--- src/rtl/uart_rx_if.sv ---
// Receive-side byte handshake between uart_rx and its consumer.
// The receiver drives data, status and pulses; the consumer drives rx_ready.
interface uart_rx_if;
    logic [7:0] rx_data;
    logic       rx_valid;
    logic       rx_ready;
    logic       frame_err;
    logic       overrun;
    logic       busy;

    modport master (
        output rx_data, rx_valid, frame_err, overrun, busy,
        input  rx_ready
    );

    modport slave (
        input  rx_data, rx_valid, frame_err, overrun, busy,
        output rx_ready
    );
endinterface

--- src/rtl/uart_rx.sv ---
// 8N1 UART receiver: two-flop synchroniser, centre sampling, single-entry
// holding register with valid/ready handshake, framing and overrun pulses.
module uart_rx #(
    parameter int unsigned F_CLK = 48_000_000,
    parameter int unsigned BAUD  = 115_200
) (
    input  logic      clk,
    input  logic      rst_n,
    input  logic      rxd,
    uart_rx_if.master rx_bus
);
    localparam int unsigned CLKS_PER_BIT = F_CLK / BAUD;
    localparam int unsigned HALF_BIT     = CLKS_PER_BIT / 2;
    localparam int unsigned CNT_W        = $clog2(CLKS_PER_BIT);
    localparam logic [CNT_W-1:0] BIT_LAST  = CNT_W'(CLKS_PER_BIT - 1);
    localparam logic [CNT_W-1:0] HALF_LAST = CNT_W'(HALF_BIT - 1);

    typedef enum logic [2:0] {IDLE, START, DATA, STOP, WAIT_HIGH} state_t;

    state_t           state, state_n;
    logic [1:0]       rx_sync;
    logic             rxs;
    logic [CNT_W-1:0] clk_cnt, clk_cnt_n;
    logic [2:0]       bit_idx, bit_idx_n;
    logic [7:0]       shift, shift_n;
    logic             done, ferr;
    logic [7:0]       data_q;
    logic             valid_q, frame_err_q, overrun_q;

    assign rxs = rx_sync[1];

    always_comb begin
        state_n   = state;
        clk_cnt_n = clk_cnt + 1'b1;
        bit_idx_n = bit_idx;
        shift_n   = shift;
        done      = 1'b0;
        ferr      = 1'b0;
        case (state)
            IDLE: begin
                clk_cnt_n = '0;
                if (!rxs) state_n = START;
            end
            START: begin
                if (clk_cnt == HALF_LAST) begin
                    clk_cnt_n = '0;
                    bit_idx_n = '0;
                    state_n   = rxs ? IDLE : DATA;
                end
            end
            DATA: begin
                if (clk_cnt == BIT_LAST) begin
                    clk_cnt_n        = '0;
                    shift_n[bit_idx] = rxs;
                    bit_idx_n        = bit_idx + 3'd1;
                    if (bit_idx == 3'd7) state_n = STOP;
                end
            end
            STOP: begin
                if (clk_cnt == BIT_LAST) begin
                    clk_cnt_n = '0;
                    if (rxs) begin
                        done    = 1'b1;
                        state_n = IDLE;
                    end else begin
                        ferr    = 1'b1;
                        state_n = WAIT_HIGH;
                    end
                end
            end
            WAIT_HIGH: begin
                // Hold off re-arming until the line recovers, so a break is one error.
                clk_cnt_n = '0;
                if (rxs) state_n = IDLE;
            end
            default: state_n = IDLE;
        endcase
    end

    always_ff @(posedge clk or negedge rst_n) begin
        if (!rst_n) begin
            rx_sync <= '1;
            state   <= IDLE;
            clk_cnt <= '0;
            bit_idx <= '0;
            shift   <= '0;
        end else begin
            rx_sync <= {rx_sync[0], rxd};
            state   <= state_n;
            clk_cnt <= clk_cnt_n;
            bit_idx <= bit_idx_n;
            shift   <= shift_n;
        end
    end

    always_ff @(posedge clk or negedge rst_n) begin
        if (!rst_n) begin
            data_q      <= '0;
            valid_q     <= 1'b0;
            frame_err_q <= 1'b0;
            overrun_q   <= 1'b0;
        end else begin
            frame_err_q <= ferr;
            overrun_q   <= done && valid_q && !rx_bus.rx_ready;
            // A byte completing while the old one is being accepted replaces it without a gap.
            if (done && (!valid_q || rx_bus.rx_ready)) begin
                data_q  <= shift;
                valid_q <= 1'b1;
            end else if (valid_q && rx_bus.rx_ready) begin
                valid_q <= 1'b0;
            end
        end
    end

    assign rx_bus.rx_data   = data_q;
    assign rx_bus.rx_valid  = valid_q;
    assign rx_bus.frame_err = frame_err_q;
    assign rx_bus.overrun   = overrun_q;
    assign rx_bus.busy      = (state != IDLE);
endmodule

--- src/flat_wrapper.sv ---
// flat-port wrapper written by rule: the top's interface ports become plain ports
module uart_rx_flat 
#(
    parameter int unsigned F_CLK = 48_000_000,
    parameter int unsigned BAUD  = 115_200
)
  (clk, rst_n, rxd, rx_bus_rx_data, rx_bus_rx_valid, rx_bus_frame_err, rx_bus_overrun, rx_bus_busy, rx_bus_rx_ready);
  uart_rx_if rx_bus_i ();
  input  logic clk;
  input  logic rst_n;
  input  logic rxd;
  output wire logic [$bits(rx_bus_i.rx_data)-1:0] rx_bus_rx_data;
  output wire logic [$bits(rx_bus_i.rx_valid)-1:0] rx_bus_rx_valid;
  output wire logic [$bits(rx_bus_i.frame_err)-1:0] rx_bus_frame_err;
  output wire logic [$bits(rx_bus_i.overrun)-1:0] rx_bus_overrun;
  output wire logic [$bits(rx_bus_i.busy)-1:0] rx_bus_busy;
  input wire logic [$bits(rx_bus_i.rx_ready)-1:0] rx_bus_rx_ready;
  assign rx_bus_rx_data = rx_bus_i.rx_data;
  assign rx_bus_rx_valid = rx_bus_i.rx_valid;
  assign rx_bus_frame_err = rx_bus_i.frame_err;
  assign rx_bus_overrun = rx_bus_i.overrun;
  assign rx_bus_busy = rx_bus_i.busy;
  assign rx_bus_i.rx_ready = rx_bus_rx_ready;
  uart_rx #(.F_CLK(F_CLK), .BAUD(BAUD)) u_core (.clk(clk), .rst_n(rst_n), .rxd(rxd), .rx_bus(rx_bus_i));
endmodule
--- config.mk ---
export PLATFORM = sky130hd
export DESIGN_NAME = uart_rx_flat
export DESIGN_NICKNAME = d
export VERILOG_FILES = /design/src/rtl/uart_rx_if.sv /design/src/rtl/uart_rx.sv /design/src/flat_wrapper.sv
export SDC_FILE = /design/constraint.sdc
export NUM_CORES = 1
export LEC_CHECK = 0
export CAP_MARGIN = 20
export CORE_MARGIN = 2
export CORE_UTILIZATION = 60
export CTS_CLUSTER_DIAMETER = 120
export CTS_CLUSTER_SIZE = 30
export DETAILED_ROUTE_END_ITERATION = 12
export PLACE_DENSITY = 0.92
export SETUP_SLACK_MARGIN = 0.1
export SYNTH_ARGS = -nofsm -noshare
export SYNTH_HDL_FRONTEND = slang
export SYNTH_SLANG_ARGS = --single-unit
export TNS_END_PERCENT = 10
--- constraint.sdc ---
create_clock -name clk -period 4.4 [get_ports clk]
set_input_delay 0.88 -clock clk [delete_from_list [all_inputs] [get_ports clk]]
set_output_delay 0.88 -clock clk [all_outputs]
set_load 0.01 [all_outputs]
==> results by stage, run 1 <==
Status:
- The flow ran to the end, and the final reports show no timing, DRC or antenna violations.

Final layout:
- Compared with the post-synthesis result, the final layout area differs by 16.4%.
- The final layout contains approximately 170 nets.
- In the layout the commonest cells are dfrtp_1 (34), nor2_1 (18), mux2_2 (17), clkdlybuf4s50_1 (15), nand2_1 (8).
- The combined area of the multi-input logic cells is around 730 um2.
- The antenna diode instance count is 0.
- Cells with a size suffix above 1 make up approximately 17% of the layout.
- Leaving out fill and tap cells, the most frequent cell in the layout is dfrtp_1.
- The fill cell total of the finished layout is 200.
- The flip-flop and latch area is around 900 um2.

STA:
- The highest clock rate is 0.368 GHz.
- The clock tree skew after final layout is about 12 ps.
- After layout, the worst path uses between 60% and 70% of the clock period.
- The hold violation count in the final report is 0.
- Setup repair after global routing left no endpoint under its margin.
- The total count of max-transition violations in the final report is 0.
- The worst hold margin is approximately 360 ps.
- The final period demand of the worst path is ~2700 ps.
- Setup violations remaining at the end of the flow were counted as 0.
- In the final timing run, aggregate negative setup slack is 0 ps.
- In this run the tightest slew margin relative to its limit is 64.0%.
- For the pin with the worst max-slew slack, the measured transition is around 540 ps.

CTS:
- At the later pin of the worst-skew pair, clock insertion delay measures 340 ps.
- For this design, the sink count on the clock tree is 36.
- The clock root buffer is clkbuf_4.
- Once the clock tree was built, the setup fixing pass inserted 0 buffers.
- The CTS clock-pin slew for the worst setup and hold paths is 120 ps.
- In this run the deepest clock path goes through 2 buffers.
- The number of gates given a new drive strength after cts is 0.
- The TritonCTS clock tree is built.
- The number of hold buffers added after CTS was 0.
- The TritonCTS buffer count is 5.
- In this run the number of H-tree levels came out at 2.

Floorplanning:
- The initial utilization of the core area, before any placement, comes to 62.3%.
- The vertical extent of the die is about 57 um.
- The number of rows created at floorplan is 19.
- The core area is 2710 um2.
- The die area is approximately 3300 um2.
- 16 I/O pins were placed.
- In this run the horizontal extent of the chip is 57.1 um.

Hold path:
- The path class of the lowest-slack min-delay path is reg2reg.

Yosys:
- The number of warnings printed during yosys synthesis is 0.
- The synthesized design contains 36 register bits.
- The post-synthesis cell count is ~150.
- Each instance of the synthesized netlist takes up on average approximately 11 um2.
- Of the synthesized area, sequential elements account for 53.5%.
- Counting every net in the synthesized netlist gives approximately 160.
- The number of different library cells used by synthesis comes to 35.
- Summing every instance area after synthesis gives around 1700 um2.

Placed design:
- Detailed placement finished with a half-perimeter wire length of between 2000 and 2500 um.
- The last weighted congestion value of the routability-driven placer is 0.774.
- Buffers placed on the I/O ports in this run total 15.

GRT:
- The sum of overflow across all layers after global routing is 0.
- The wire length of the first global-routing pass is roughly 5400 um.
- The pin count of the biggest net entering global routing is 37.
- Global routing used 21.7% of the available tracks across all layers.
- The number of antenna violations at the first check in global routing was 0.
- The via count of the first global-routing pass is between 1000 and 1500.

Route:
- The post-detailed-route via-to-cell ratio is 6.15.
- The routed layout has around 1200 vias.
- The total wirelength of the detailed-routed design is 3130 um.
- For this run, the detailed router's first-pass iteration total came to 5.
- The average wire length per cell after detail routing is between 15 and 20 um.
- The detailed router finished its first iteration with just under 70 violations.
- For this run, design rule violations remaining after detail routing come to 0.
- In this run the remaining antenna-violating nets after routing total 0.

Setup path:
- For the worst setup path, the data required time is ~3500 ps.
- The maximum net fanout on the critical path is 17.
- The worst setup path is of the reg2out kind.
- The maximum single-stage delay on the critical path is around 600 ps.
- The slowest cell on the critical path is dfrtp_1.
- Traced cell by cell, the critical path runs through or3_1, clkdlybuf4s50_1.
- For the worst setup path, the data arrival time is roughly 1800 ps.
- The kind of start point of the critical path is a register.
- The category of the worst setup path capture point is an output pin.

Power and ir drop:
- The total leakage power is just under 0.9 nW.
- In this run the power density over the cells is about 350 nW/um2.
- VDD sags by at most between 0.0004 and 0.0005 V.

Flow run:
- The number of max-capacitance violations reported is 0.
## per-layer routing
metal  GRT usage [%]  wire (um)
met1            28.5       1340
met2            34.8       1540
met3            5.22        188
met4            8.97         62
met5               0          0
## logic make-up after synthesis
family	share of synthesized area [%]
buffers and inverters	3.48
adder cells (fa/ha/maj)	2.22
XOR/XNOR	3.63
flip-flops	53.5
AO/OA/AOI/OAI	4.37
multiplexers	11.3
AND/OR/NAND/NOR	21.5
## synthesized netlist by cell type
cell type / count / area share, %
a211o_1: 1 / 0.52
a21oi_1: 4 / 1.2
a22o_1: 2 / 1.0
a41oi_1: 1 / 0.52
and2_1: 1 / 0.37
and3_1: 1 / 0.37
and3b_1: 1 / 0.52
and4_1: 2 / 1.0
buf_2: 2 / 0.59
buf_4: 2 / 0.89
clkbuf_1: 6 / 1.3
dfrtp_1: 34 / 50
dfstp_2: 2 / 3.1
ha_1: 3 / 2.2
inv_1: 3 / 0.67
mux2_2: 17 / 11
nand2_1: 8 / 1.8
nand2b_1: 3 / 1.1
nand3_1: 5 / 1.5
nand3b_1: 2 / 0.89
nand4_1: 6 / 2.2
nand4_4: 1 / 1.3
nand4b_1: 2 / 1.0
nor2_1: 18 / 4.0
nor2b_1: 4 / 1.5
nor3_1: 5 / 1.5
nor3b_1: 1 / 0.44
nor4_1: 3 / 1.1
nor4b_1: 1 / 0.52
o21ai_0: 1 / 0.30
o22ai_1: 1 / 0.37
o31ai_1: 1 / 0.44
or3_1: 1 / 0.37
xnor2_1: 5 / 2.6
xor2_1: 2 / 1.0
## sequential cells by signal, summed over array words and instances (netlist names)
name	count
u_core.rx_bus.rx_data	8
u_core.rx_sync	2
u_core.rx_bus.overrun	1
u_core.rx_bus.rx_valid	1
u_core.bit_idx	3
u_core.clk_cnt	9
u_core.state	3
u_core.shift	8
u_core.rx_bus.frame_err	1
## worst paths after layout
kind | from | endpoint | slack, ps | cells past startpoint
worst min-delay path | u_core.rx_sync[0] | u_core.rx_sync[1] | 360 | 0
min in group asynchronous | rst_n | u_core.clk_cnt[6] | 930 | 2
worst min register to register | u_core.rx_sync[0] | u_core.rx_sync[1] | 360 | 0
max in group asynchronous | rst_n | u_core.rx_sync[0] | 3130 | 2
worst max register to register | u_core.clk_cnt[0] | u_core.rx_bus.rx_data[6] | 2420 | 5
worst max-delay path | u_core.state[0] | rx_bus_busy | 1680 | 2
## worst max-delay path: cells and delay by family, from the launching register on
kind / cells / cell delay [ps]
buffers and inverters: 1 / 480
flip-flops: 1 / 600
AND/OR/NAND/NOR: 1 / 420
## stage by stage
step	power (mW)	utilization, %	instances	instance area [um2]	setup slack (ps)
2_1_floorplan	0.341	-	152	1690	2400
3_3_place_gp	0.351	67.8	189	1840	2110
4_1_cts	0.693	72.5	197	1970	1690
6_report	0.691	72.5	197	1970	1680
3_5_place_dp	0.351	67.8	189	1840	2080
5_1_grt	0.713	72.5	197	1970	1610
## report_power, final
group | total [mW] | internal (mW) | switching (mW)
combinational | 0.00992 | 0.00349 | 0.00643
sequential | 0.335 | 0.332 | 0.00221
clock | 0.347 | 0.234 | 0.113
## layout make-up
class / count / area share [%]
well taps: 31 / 1.97
clock inverters: 3 / 4.58
flip-flops and latches: 36 / 46.0
multi-input cells: 103 / 37.0
repair buffers: 16 / 8.02
inverters: 3 / 0.573
clock buffers: 5 / 1.91
Power figures use the tool's default switching activity.
==> inputs of run 2 (changes only) <==
Settings changed: CORE_UTILIZATION 60 to 50, PLACE_DENSITY 0.92 to 0.83.
Clock period 4.4 ns to 2.2 ns, I/O delays scaled along.
==> run 2 against run 1 <==
Against the previous run: sequential share of layout area is 0.63 points higher; core utilization shrank 13 points; sequential power is 100% higher; largest power group is now registers; combinational power rose by 100%; critical path depth is the same; critical endpoint unchanged; highest routed layer unchanged; wire length is 4.0% lower; critical path type unchanged.
==> results by stage, run 2 (same netlist as run 1, synthesis figures left out) <==
GRT:
- The total routing usage reported by global routing came to 17.8% (-3.9 points).
- The via count of the first global-routing pass came to 1198 (-0.50%).
- The number of antenna violations at the first check in global routing is 0 (unchanged).
- The wire length of the first global-routing pass came to 5470 um (+0.50%).
- The sum of overflow across all layers after global routing is 0 (unchanged).
- The pin count of the biggest net entering global routing came to 37 (unchanged).

Placed design:
- The number of buffers added on ports is 15 (unchanged).
- The last weighted congestion value of the routability-driven placer is 0.793 (+2.5%).
- The half-perimeter wire length after placement is 2160 um (+1.5%).

Route:
- The average wire length per cell after detail routing was 14.0 um (-12%).
- The via total after detailed routing is 1183 (-2.4%).
- The final antenna-violating net count is 0 (unchanged).
- The first-pass iteration count of the detailed router is 4 (-1).
- The post-detailed-route via-to-cell ratio is 5.53 (-10%).
- The total wirelength of the detailed-routed design is 3000 um (-4.0%).
- The initial DRC count is 35 (-49%).
- The total DRC errors in the routed layout came to 0 (unchanged).

Power and ir drop:
- The total leakage power came to 0.859 nW (-2.9%).
- The peak supply drop is 0.000327 V (-18%).
- The power per unit of standard cell area came to 543 nW/um2 (+54%).

Floorplanning:
- The vertical extent of the die is 62.1 um (+8.9%).
- The die outline width was 62.1 um (+8.9%).
- The total I/O pin count came to 16 (unchanged).
- The die area is 3860 um2 (+19%).
- The core area is 3280 um2 (+21%).
- The starting utilization of the core area came to 51.4% (-11 points).
- The number of rows created at floorplan is 21 (+2).

CTS:
- The buffer levels on the longest clock path was 2 (unchanged).
- The CTS clock-pin slew for the worst setup and hold paths was 110 ps (about the same).
- The TritonCTS clock tree is built.
- The clock root buffer is clkbuf_4.
- The TritonCTS buffer count is 5 (unchanged).
- The number of sinks driven by the clock tree is 36 (unchanged).
- The clock latency reported for the late side of the worst-skew pair is 340 ps (about the same).
- The maximum level of the CTS H-tree is 2 (unchanged).

Final layout:
- The final layout net count came to 174 (+1.2%).
- The number of flip-flops under the largest register name was 9 (unchanged).
- The share of post-route cells with drive strength above 1 is 19.0% (+1.6 points).
- The most frequent standard cell in the layout excluding fill and tap cells is dfrtp_1.
- The antenna diode instance count is 0 (unchanged).
- In the layout the commonest cells are dfrtp_1 (33), nor2_1 (18), mux2_2 (17), clkdlybuf4s50_1 (15), nand2_1 (8).
- The layout overhead on the synthesized area is 15.0%.
- The register with the most flip-flops is u_core.clk_cnt.
- The fill cell total of the finished layout came to 278 (+39%).

Status:
- The flow ran to the end, and the final reports show no timing, DRC or antenna violations.

Setup path:
- The worst setup path is captured at an output pin.
- The maximum net fanout on the critical path is 7 (-10).
- The arrival time of the worst setup path was 1600 ps (-240 ps).
- By startpoint and endpoint, the worst setup path is classified as reg2out.
- The worst endpoint required time is 1760 ps (-1760 ps).
- The worst setup path is launched from a register.

STA:
- The setup violation total in the final timing report is 0 (unchanged).
- Derived from the worst setup path, the maximum achievable clock frequency is between 0.4 and 0.5 GHz.
- The hold violation count in the final report is 0 (unchanged).
- Setup repair after global routing left no endpoint under its margin.
- The clock tree skew after final layout came to 14.5 ps (+1.97 ps).
- The total count of max-transition violations in the final report came to 0 (unchanged).
- The total negative setup slack is 0 ps (unchanged).
- The worst hold margin was 357 ps (-6.65 ps).
- The worst relative slew slack is 67.2% (+3.2 points).
- Dividing the final minimum period by the clock period gives between 90% and 100%.
- The final period demand of the worst path is between 2000 and 2500 ps.
- The transition time at the pin with the least slew margin is 485 ps (-54.8 ps).

Flow run:
- The number of max-capacitance violations reported is 0 (unchanged).

Hold path:
- The path class of the lowest-slack min-delay path is reg2reg.
## run 2: stage by stage
stage | std cells | setup WS (ps) | total power, mW | cell area [um2] | utilization, %
2_1_floorplan | 152 | 401 | 0.683 | 1690 | -
3_3_place_gp | 205 | 342 | 0.702 | 1860 | 56.8
3_5_place_dp | 205 | 216 | 0.703 | 1860 | 56.8
4_1_cts | 214 | 161 | 1.07 | 1940 | 58.9
5_1_grt | 214 | 115 | 1.11 | 1940 | 59.1
6_report | 214 | 161 | 1.05 | 1940 | 59.1
## run 2: path summary, 6_finish.rpt
check / startpoint / endpoint / slack [ps] / cells past startpoint
setup / recovery: u_core.state[2] / rx_bus_busy / 160 / 2
hold / removal: u_core.rx_sync[0] / u_core.rx_sync[1] / 360 / 0
setup reg to reg: u_core.clk_cnt[0] / u_core.rx_bus.rx_data[3] / 280 / 5
hold reg to reg: u_core.rx_sync[0] / u_core.rx_sync[1] / 360 / 0
max in group asynchronous: rst_n / u_core.rx_sync[0] / 1350 / 2
min in group asynchronous: rst_n / u_core.state[2] / 500 / 2
## run 2: repair_timing
item	in CTS	in global routing
endpoints found under the hold margin	0	0
resized for setup	1	1
buffers inserted	1	0
endpoints found under the setup margin	1	1
hold buffers	0	0
## run 2: metal layers
metal	track usage [%]	share of wire, %	up-vias
met5	0	0	-
met3	4.17	5.7	5
met4	7.50	1.7	0
li1	-	-	566
met2	29.9	50	38
met1	22.3	42	574
## run 2: worst max-delay path, stage by stage (launching register included)
cell and delay (ps):
dfrtp_1 460, or3_1 320, clkdlybuf4s50_1 480
## run 2: report_power, final
group	total [mW]	switching, mW	internal (mW)
sequential	0.669	0.00413	0.665
clock	0.365	0.208	0.156
combinational	0.0199	0.0129	0.00696
total	1.05	0.225	0.828
## run 2: area by class of cell
type | instances | area, um2 | share of cell area (%)
clock buffers | 7 | 55.1 | 2.84
inverters | 3 | 11.3 | 0.580
clock inverters | 1 | 7.51 | 0.387
multi-input cells | 103 | 733 | 37.8
well taps | 46 | 57.6 | 2.96
repair buffers | 18 | 173 | 8.89
flip-flops and latches | 36 | 905 | 46.6
